### src/rtl/cu_pkg.sv
// Shared types and encodings for the ALUSystem control unit.
// The S_WAIT state exists only when SINGLE_STEP_EN is defined.
package cu_pkg;

`ifdef SINGLE_STEP_EN
  typedef enum logic [2:0] {
    S_INIT, S_FETCH_L, S_FETCH_H, S_DECODE, S_EXEC, S_HALT, S_WAIT
  } state_t;
`else
  typedef enum logic [2:0] {
    S_INIT, S_FETCH_L, S_FETCH_H, S_DECODE, S_EXEC, S_HALT
  } state_t;
`endif

  localparam logic [3:0] OPC_AND = 4'h0, OPC_OR  = 4'h1, OPC_NOT = 4'h2, OPC_ADD = 4'h3;
  localparam logic [3:0] OPC_SUB = 4'h4, OPC_LSR = 4'h5, OPC_LSL = 4'h6, OPC_INC = 4'h7;
  localparam logic [3:0] OPC_DEC = 4'h8, OPC_LDI = 4'h9, OPC_LD  = 4'hA, OPC_ST  = 4'hB;
  localparam logic [3:0] OPC_BRA = 4'hC, OPC_BEQ = 4'hD, OPC_NOP = 4'hE, OPC_HLT = 4'hF;

  localparam logic [1:0] FUN_DEC = 2'b00, FUN_INC = 2'b01, FUN_LOAD = 2'b10, FUN_CLR = 2'b11;

  localparam logic [1:0] MUX_ALU = 2'b00, MUX_MEM = 2'b01, MUX_IMM = 2'b10, MUX_ARFC = 2'b11;
  localparam logic       MUXC_ARF = 1'b0, MUXC_RF = 1'b1;

  localparam logic [3:0] ALU_PASS_A = 4'h0, ALU_NOT = 4'h2, ALU_ADD = 4'h4, ALU_SUB = 4'h6;
  localparam logic [3:0] ALU_AND    = 4'h7, ALU_OR  = 4'h8, ALU_LSL = 4'hB, ALU_LSR = 4'hC;

  localparam logic [1:0] ARF_PC = 2'd0, ARF_AR = 2'd1, ARF_SP = 2'd2;

  typedef struct packed {
    logic [1:0] rf_out_a_sel;
    logic [1:0] rf_out_b_sel;
    logic [1:0] rf_fun_sel;
    logic [3:0] rf_reg_sel;
    logic [3:0] alu_fun_sel;
    logic [1:0] arf_out_c_sel;
    logic [1:0] arf_out_d_sel;
    logic [1:0] arf_fun_sel;
    logic [2:0] arf_reg_sel;
    logic       ir_lh;
    logic       ir_enable;
    logic [1:0] ir_fun_sel;
    logic       mem_wr;
    logic       mem_cs;
    logic [1:0] mux_a_sel;
    logic [1:0] mux_b_sel;
    logic       mux_c_sel;
  } ctrl_t;

  function automatic ctrl_t ctrl_idle();
    ctrl_t c;
    c             = '0;
    c.rf_reg_sel  = 4'hF;
    c.arf_reg_sel = 3'h7;
    c.mem_cs      = 1'b1;
    return c;
  endfunction

  // Active-low enables: RF bit3 = R1, ARF bit2 = PC.
  function automatic logic [3:0] rf_en(logic [1:0] idx);
    return ~(4'b1000 >> idx);
  endfunction

  function automatic logic [2:0] arf_en(logic [1:0] idx);
    return ~(3'b100 >> idx);
  endfunction

  function automatic logic [3:0] alu_func(logic [3:0] opc);
    case (opc)
      OPC_AND: return ALU_AND;
      OPC_OR:  return ALU_OR;
      OPC_NOT: return ALU_NOT;
      OPC_ADD: return ALU_ADD;
      OPC_SUB: return ALU_SUB;
      OPC_LSR: return ALU_LSR;
      OPC_LSL: return ALU_LSL;
      default: return ALU_PASS_A;
    endcase
  endfunction

endpackage

### src/rtl/control_unit_decoder.sv
// Combinational map from {state, T, opcode/fields, z} to the ALUSystem control bundle.
module cu_decoder
  import cu_pkg::*;
(
  input  state_t     state,
  input  logic       t,
  input  logic [7:0] ir_hi,
  input  logic       z,
  output ctrl_t      ctrl
);

  logic [3:0] opc;
  logic [1:0] src, dst;

  assign opc = ir_hi[7:4];
  assign src = ir_hi[3:2];
  assign dst = ir_hi[1:0];

  always_comb begin
    ctrl = ctrl_idle();
    case (state)
      S_INIT: begin
        ctrl.rf_reg_sel  = 4'h0;
        ctrl.rf_fun_sel  = FUN_CLR;
        ctrl.arf_reg_sel = 3'h0;
        ctrl.arf_fun_sel = FUN_CLR;
      end
      S_FETCH_L, S_FETCH_H: begin
        ctrl.arf_out_d_sel = ARF_PC;
        ctrl.mem_cs        = 1'b0;
        ctrl.ir_enable     = 1'b1;
        ctrl.ir_lh         = (state == S_FETCH_H);
        ctrl.ir_fun_sel    = FUN_LOAD;
        ctrl.arf_reg_sel   = arf_en(ARF_PC);
        ctrl.arf_fun_sel   = FUN_INC;
      end
      S_EXEC: begin
        case (opc)
          OPC_AND, OPC_OR, OPC_NOT, OPC_ADD, OPC_SUB, OPC_LSR, OPC_LSL: begin
            ctrl.rf_out_a_sel = dst;
            ctrl.rf_out_b_sel = src;
            ctrl.alu_fun_sel  = alu_func(opc);
            ctrl.mux_c_sel    = MUXC_RF;
            ctrl.mux_a_sel    = MUX_ALU;
            ctrl.rf_reg_sel   = rf_en(dst);
            ctrl.rf_fun_sel   = FUN_LOAD;
          end
          OPC_INC, OPC_DEC: begin
            ctrl.rf_reg_sel = rf_en(dst);
            ctrl.rf_fun_sel = (opc == OPC_INC) ? FUN_INC : FUN_DEC;
          end
          OPC_LDI: begin
            ctrl.mux_a_sel  = MUX_IMM;
            ctrl.rf_reg_sel = rf_en(dst);
            ctrl.rf_fun_sel = FUN_LOAD;
          end
          OPC_LD, OPC_ST: begin
            if (!t) begin
              ctrl.mux_b_sel   = MUX_IMM;
              ctrl.arf_reg_sel = arf_en(ARF_AR);
              ctrl.arf_fun_sel = FUN_LOAD;
            end else if (opc == OPC_LD) begin
              ctrl.arf_out_d_sel = ARF_AR;
              ctrl.mem_cs        = 1'b0;
              ctrl.mux_a_sel     = MUX_MEM;
              ctrl.rf_reg_sel    = rf_en(dst);
              ctrl.rf_fun_sel    = FUN_LOAD;
            end else begin
              ctrl.rf_out_a_sel  = dst;
              ctrl.mux_c_sel     = MUXC_RF;
              ctrl.alu_fun_sel   = ALU_PASS_A;
              ctrl.arf_out_d_sel = ARF_AR;
              ctrl.mem_cs        = 1'b0;
              ctrl.mem_wr        = 1'b1;
            end
          end
          OPC_BRA, OPC_BEQ: begin
            if (opc == OPC_BRA || z) begin
              ctrl.mux_b_sel   = MUX_IMM;
              ctrl.arf_reg_sel = arf_en(ARF_PC);
              ctrl.arf_fun_sel = FUN_LOAD;
            end
          end
          default: ;
        endcase
      end
      default: ;
    endcase
  end

endmodule

### src/rtl/control_unit.sv
// Fetch/decode/execute sequencer for ALUSystem. Optional macro SINGLE_STEP_EN adds the Step
// input and a post-instruction S_WAIT state.
module control_unit
  import cu_pkg::*;
#(
  parameter int unsigned CNT_W = 16
) (
  input  logic             Clock,
  input  logic             RESET_N,
`ifdef SINGLE_STEP_EN
  input  logic             Step,
`endif
  input  logic [15:0]      IROut,
  input  logic [3:0]       ALUOutFlag,
  output logic [1:0]       RF_OutASel,
  output logic [1:0]       RF_OutBSel,
  output logic [1:0]       RF_FunSel,
  output logic [3:0]       RF_RegSel,
  output logic [3:0]       ALU_FunSel,
  output logic [1:0]       ARF_OutCSel,
  output logic [1:0]       ARF_OutDSel,
  output logic [1:0]       ARF_FunSel,
  output logic [2:0]       ARF_RegSel,
  output logic             IR_LH,
  output logic             IR_Enable,
  output logic [1:0]       IR_Funsel,
  output logic             Mem_WR,
  output logic             Mem_CS,
  output logic [1:0]       MuxASel,
  output logic [1:0]       MuxBSel,
  output logic             MuxCSel,
  output logic             Halted,
  output logic [CNT_W-1:0] Retired
);

  state_t           state_q, state_d;
  logic             t_q, t_d;
  logic             z_q, z_d;
  logic [CNT_W-1:0] retired_q, retired_d;
  logic [3:0]       opc;
  logic             last_exec;
  ctrl_t            dec_ctrl, ctrl;
  logic             unused_flags;

  assign opc          = IROut[15:12];
  assign last_exec    = ((opc != OPC_LD) && (opc != OPC_ST)) || t_q;
  assign unused_flags = ^ALUOutFlag[2:0];

  always_comb begin
    state_d   = state_q;
    t_d       = t_q;
    z_d       = z_q;
    retired_d = retired_q;
    case (state_q)
      S_INIT:    state_d = S_FETCH_L;
      S_FETCH_L: state_d = S_FETCH_H;
      S_FETCH_H: state_d = S_DECODE;
      S_DECODE: begin
        state_d = S_EXEC;
        t_d     = 1'b0;
      end
      S_EXEC: begin
        if (opc <= OPC_LSL) z_d = ALUOutFlag[3];
        if (last_exec) begin
          t_d       = 1'b0;
          retired_d = retired_q + 1'b1;
          if (opc == OPC_HLT) begin
            state_d = S_HALT;
          end else begin
`ifdef SINGLE_STEP_EN
            state_d = S_WAIT;
`else
            state_d = S_FETCH_L;
`endif
          end
        end else begin
          t_d = 1'b1;
        end
      end
`ifdef SINGLE_STEP_EN
      S_WAIT:    if (Step) state_d = S_FETCH_L;
`endif
      S_HALT:    state_d = S_HALT;
      default:   state_d = S_INIT;
    endcase
  end

  always_ff @(posedge Clock or negedge RESET_N) begin
    if (!RESET_N) begin
      state_q   <= S_INIT;
      t_q       <= 1'b0;
      z_q       <= 1'b0;
      retired_q <= '0;
    end else begin
      state_q   <= state_d;
      t_q       <= t_d;
      z_q       <= z_d;
      retired_q <= retired_d;
    end
  end

  cu_decoder u_decoder (
    .state (state_q),
    .t     (t_q),
    .ir_hi (IROut[15:8]),
    .z     (z_q),
    .ctrl  (dec_ctrl)
  );

  // While reset is held S_INIT must not clear anything; the clear happens after release.
  assign ctrl = RESET_N ? dec_ctrl : ctrl_idle();

  assign RF_OutASel  = ctrl.rf_out_a_sel;
  assign RF_OutBSel  = ctrl.rf_out_b_sel;
  assign RF_FunSel   = ctrl.rf_fun_sel;
  assign RF_RegSel   = ctrl.rf_reg_sel;
  assign ALU_FunSel  = ctrl.alu_fun_sel;
  assign ARF_OutCSel = ctrl.arf_out_c_sel;
  assign ARF_OutDSel = ctrl.arf_out_d_sel;
  assign ARF_FunSel  = ctrl.arf_fun_sel;
  assign ARF_RegSel  = ctrl.arf_reg_sel;
  assign IR_LH       = ctrl.ir_lh;
  assign IR_Enable   = ctrl.ir_enable;
  assign IR_Funsel   = ctrl.ir_fun_sel;
  assign Mem_WR      = ctrl.mem_wr;
  assign Mem_CS      = ctrl.mem_cs;
  assign MuxASel     = ctrl.mux_a_sel;
  assign MuxBSel     = ctrl.mux_b_sel;
  assign MuxCSel     = ctrl.mux_c_sel;
  assign Halted      = (state_q == S_HALT);
  assign Retired     = retired_q;

endmodule

### config.mk
export PLATFORM = sky130hd
export DESIGN_NAME = control_unit
export DESIGN_NICKNAME = d
export VERILOG_FILES = /design/src/rtl/cu_pkg.sv /design/src/rtl/control_unit_decoder.sv /design/src/rtl/control_unit.sv
export SDC_FILE = /design/constraint.sdc
export NUM_CORES = 1
export LEC_CHECK = 0
export ABC_AREA = 1
export ABC_CLOCK_PERIOD_IN_PS = 3800
export CAP_MARGIN = 10
export CORE_AREA = 2 2 82 84
export CTS_BUF_LIST = sky130_fd_sc_hd__clkbuf_8
export DETAILED_ROUTE_END_ITERATION = 10
export DIE_AREA = 0 0 84 86
export PLACE_DENSITY = 0.56
export SLEW_MARGIN = 40
export SYNTH_ARGS = -nofsm -noshare
export SYNTH_HDL_FRONTEND = slang
export SYNTH_SLANG_ARGS = --single-unit
### constraint.sdc
create_clock -name Clock -period 3.8 [get_ports Clock]
set_input_delay 1.14 -clock Clock [delete_from_list [all_inputs] [get_ports Clock]]
set_output_delay 1.14 -clock Clock [all_outputs]
set_load 0.05 [all_outputs]
======== Yosys cells after proc, flatten, opt, wreduce, memory -nomap -nowiden ========
Index checks and enable logic that the tools add are counted.
W data, S select, Z words.
storage, ports and cells
  bits in registers ....................... 21
  bits in latches ......................... 0
  bits in writable memories ............... 0
  bits in read-only memories .............. 0
  bits of input ports ..................... 22
  output and inout bits ................... 51
  word-level logic and storage cells ...... 84
  memories kept ........................... 0
cells by class
  add/subtract/negate cells ............... 1
  $mul .................................... 0
  div/mod/pow operators ................... 0
  order comparisons ....................... 1
  eq/ne operators ......................... 22
  shift operators ......................... 1
  muxes and demuxes ....................... 40
  bitwise logic cells ..................... 1
  reduce and logical (&&, ||, !) cells .... 14
operators with widths
  operator                 count
  $mux W34                 1
  $eq A4 B4 Y1 const B     7
  $pmux W4 S7              1
  $pmux W3 S6              1
  $pmux W6 S3              1
  $add A16 B1 Y16 const B  1
  $eq A4 B3 Y1 const B     4
  $mux W2                  8
  $mux W4                  4
  $mux W5                  3
  $pmux W5 S3              1
  $pmux W2 S2              3
  $pmux W6 S2              1
  $mux W10                 1
  $pmux W5 S2              1
  $eq A4 B2 Y1 const B     2
  $ne A4 B4 Y1 const B     2
  $pmux W4 S2              1
  $reduce_or A2 Y1         4
  $reduce_or A8 Y1         1
  $mux W1                  7
  $reduce_or A7 Y1         1
  $eq A3 B2 Y1 const B     2
  $eq A3 B3 Y1 const B     2
  15 further kinds         20

======== Longest topological paths before layout ========
Gate-level depths: netlist (run 1).
  depth after elaboration ................. 7
  depth in mapped cells ................... 9
  gate-level depth less buffers ........... 9

======== Hierarchy ========
Synthesis (run 1) repeated with hierarchy kept, for this count alone.
unflattened totals
  cell total of the unflattened synthesis .. 325
  area total of the unflattened synthesis .. 1979.4 um^2
by module, submodules not included
  module        instances  cells each  area each (um^2)  seq. area each (um^2)
  control_unit  1          223         1490.2            525.5
  cu_decoder    1          102         489.2             0.0

======== Worst setup path before layout (run 1) ========
Ideal clock, no wire load.
  kind .................................... in2out
  start ................................... in RESET_N
  end ..................................... out ARF_RegSel[2]
  arrival ................................. 3.297 ns
  required time ........................... 2.660 ns
  slack ................................... -0.637 ns
  stages .................................. 3
  path through ............................ nand2_1 nor3_1 o21ai_0
on the way
  longest elaborated chain between the ends .. 1
RTL lines
  item         line                 text
  from (decl)  control_unit.sv:9    input logic RESET_N,
  $mux W34     control_unit.sv:111  assign ctrl = RESET_N ? dec_ctrl : ctrl_idle();
  to (decl)    control_unit.sv:23   output logic [2:0] ARF_RegSel,
Every way passes these cells.

======== Final worst setup path (run 1) ========
  start ................................... in RESET_N
  end ..................................... out ALU_FunSel[3]
on the way
  longest elaborated chain between the ends .. 1
RTL lines
  item       line                 text
  $mux W34   control_unit.sv:111
  to (decl)  control_unit.sv:19   output logic [3:0] ALU_FunSel,
Every way passes these cells.

==> results of run 1 <==
state kept, by name, indices dropped and copies added (netlist names):
name     flops
z_q          1
state_q      3
t_q          1
Retired     16
cell families after synthesis:
group	Yosys count	synth area share
DFF	21	0.342
other	1	0.00244
xor gates and xnor gates	7	0.0399
and+or+nand+nor	130	0.383
buffers and inverters	41	0.125
adders and majority gates	1	0.00815
AOI/OAI and AO/OA	27	0.0994
through the flow:
stage,power (mW),util,worst slack (ns),std cells
floorplan,0.254,-,-0.211,232
global placement,0.281,0.413,0.0456,378
detailed placement,0.281,0.413,0.0156,378
CTS,0.431,0.420,0.0166,382
global route,0.451,0.428,-0.00706,382
finish,0.429,0.428,0.118,382
per-layer routing:
layer  share of wire  wire [µm]  track usage  up-vias
met4          0.0029         13       0.0220        0
met3           0.046        202       0.0250        2
met5               0          0            0        -
met1            0.45       1980        0.160      765
li1                -          -            -      856
met2            0.50       2230        0.211       34
Yosys cell counts, types with 3 or more instances:
cell / instances
nor2_1: 28
dfrtp_1: 21
a21oi_1: 5
inv_2: 4
nand4_1: 3
nand3_1: 9
inv_1: 29
nor2_4: 4
nand2_1: 70
nand3b_1: 5
buf_4: 6
o21ai_0: 14
xor2_1: 5
nor3_1: 4
worst max-delay path: stages:
cell and delay [ns]:
clkdlybuf4s50_1 0.54, nand2_4 0.08, nor2_4 0.11, inv_2 0.04
buf_4 0.14, nor3_1 0.29, buf_12 0.19
cell type report:
class | count | share of cell area
Timing Repair Buffer | 77 | 0.371
Multi-Input combinational cell | 170 | 0.334
Sequential cell | 21 | 0.195
Inverter | 33 | 0.0461
Tap cell | 77 | 0.0358
Clock buffer | 3 | 0.0154
Clock inverter | 1 | 0.00186
final timing paths:
| check | start | end | slack, ns | cells after the start |
|---|---|---|---|---|
| setup / recovery | RESET_N | ALU_FunSel[3] | 0.12 | 7 |
| hold / removal | z_q | z_q | 0.51 | 2 |
| setup reg to reg | state_q[1] | Retired[4] | 2.15 | 9 |
| hold reg to reg | z_q | z_q | 0.51 | 2 |
| max in group asynchronous | RESET_N | Retired[4] | 2.12 | 3 |
| min in group asynchronous | RESET_N | state_q[2] | 1.26 | 2 |
report_power, final:
group / total [mW] / leakage, nW / internal, mW / switching, mW
combinational: 0.0554 / 0.971 / 0.0207 / 0.0347
clock: 0.150 / 0.0255 / 0.0731 / 0.0765
sequential: 0.224 / 0.272 / 0.224 / 0.000263
total: 0.429 / 1.27 / 0.318 / 0.111
timing repair:
action,in CTS,in global routing
endpoints found under the setup margin,0,11
resized for setup,0,18
hold buffers,0,0
==> results.yml, run 1 <==
clock_tree:
  cts_made_buffers: 3
  cts_max_level: 1
  post_cts_buffers: 0
  clock-sinks: 21
  cts-root-buf: "clkbuf_8"
  insertion_delay_ns: 0.26
  clk_pin_slew_worst_paths_ns: 0.08
  cts.path.max_buffers: 2
  cts_tree: "yes"
timing:
  timing_hold_violations_final: 0
  slew_violations: 0
  clock_skew_ns: 0.00797
  whs_ns: 0.513
  min_period_ns: 3.68
  fmax_mhz: 272
  timing.setup.tns_ns: 0
  final.period_utilization: 0.969
  slew_headroom: 0.659
  tightest_slew_ns: 0.510
  final-setup-viol-count: 0
global_routing:
  grt_pass1_wl_um: 7380
  grt_use_total: 0.122
  grt_max_degree: 17
  grt_overflow: 0
  antenna_found_initial: 0
  grt_pass1_vias: 1595
layout:
  antenna_cells: 0
  final_common_cell: "nand2_1"
  area_growth_pct: 75.1
  multi_input_area_um2: 898
  seq_area_um2: 526
  layout_common_cells: "nand2_1, inv_1, buf_12, clkdlybuf4s50_1, nor2_1"
  num-nets-final: 329
  design_area_um2: 2690
  drive_gt1_frac: 0.275
  n_fill_cell: 643
routing:
  drt-pass1-iter-count: 6
  drt_wl_total_um: 4430
  wl_per_cell_um: 11.6
  vias_per_cell: 4.34
  drtAntennaViolNets: 0
  drc: 0
  first_iter_violations: 47
  vias: 1657
die:
  rows: 29
  dieArea_um2: 7220
  die_x_um: 84
  start_util: 0.245
  fp.dieH_um: 86
  ios: 73
  core_um2: 6280
synthesis:
  synthCells: 228
  yosysWarnings: 0
  yosysTopAreaCell: "dfrtp_1"
  netlist-cell-type-count: 29
  synth_top_area_share: 0.342
  ys_ff_latch: 21
  synth.avg_cell_area_um2: 6.73
  yosys-top-cells-area: "dfrtp_1, nand2_1, inv_1, nor2_1, o21ai_0"
  synth_edf_count: 0
  synth_area_um2: 1540
  synth-async-reset-ratio: 1.00
  ys_seq_area_frac: 0.342
  yosys_most_used_dff: "dfrtp_1"
placement:
  gp_congestion: 0.810
  portBuffers: 56
  dp_hpwl_um: 3570
  placed_cell_area_um2: 2590
setup_path:
  end_kind: "output port"
  worstPathRequired_ns: 2.66
  critical_path_class: "in2out"
  crit_path_max_fanout: 4
  cp.arrival_ns: 2.54
  critPathLaunchType: "input port"
run:
  cap_viol_max_count: 0
hold_path:
  min_path_type: "reg2reg"
power_and_ir_drop:
  vdd_drop_max_uv: 98.8
  power_density_nw_per_um2: 160
  leakage_nw: 1.27
outcome:
  run_status: "finished clean"
No activity file was read; power rests on OpenSTA's default activity.
==> run 2: changes to the inputs <==
TNS_END_PERCENT = 100   (was unset)
==> results of run 2 <==
No change in the layout: final DEF, timing and power equal those of run 1.
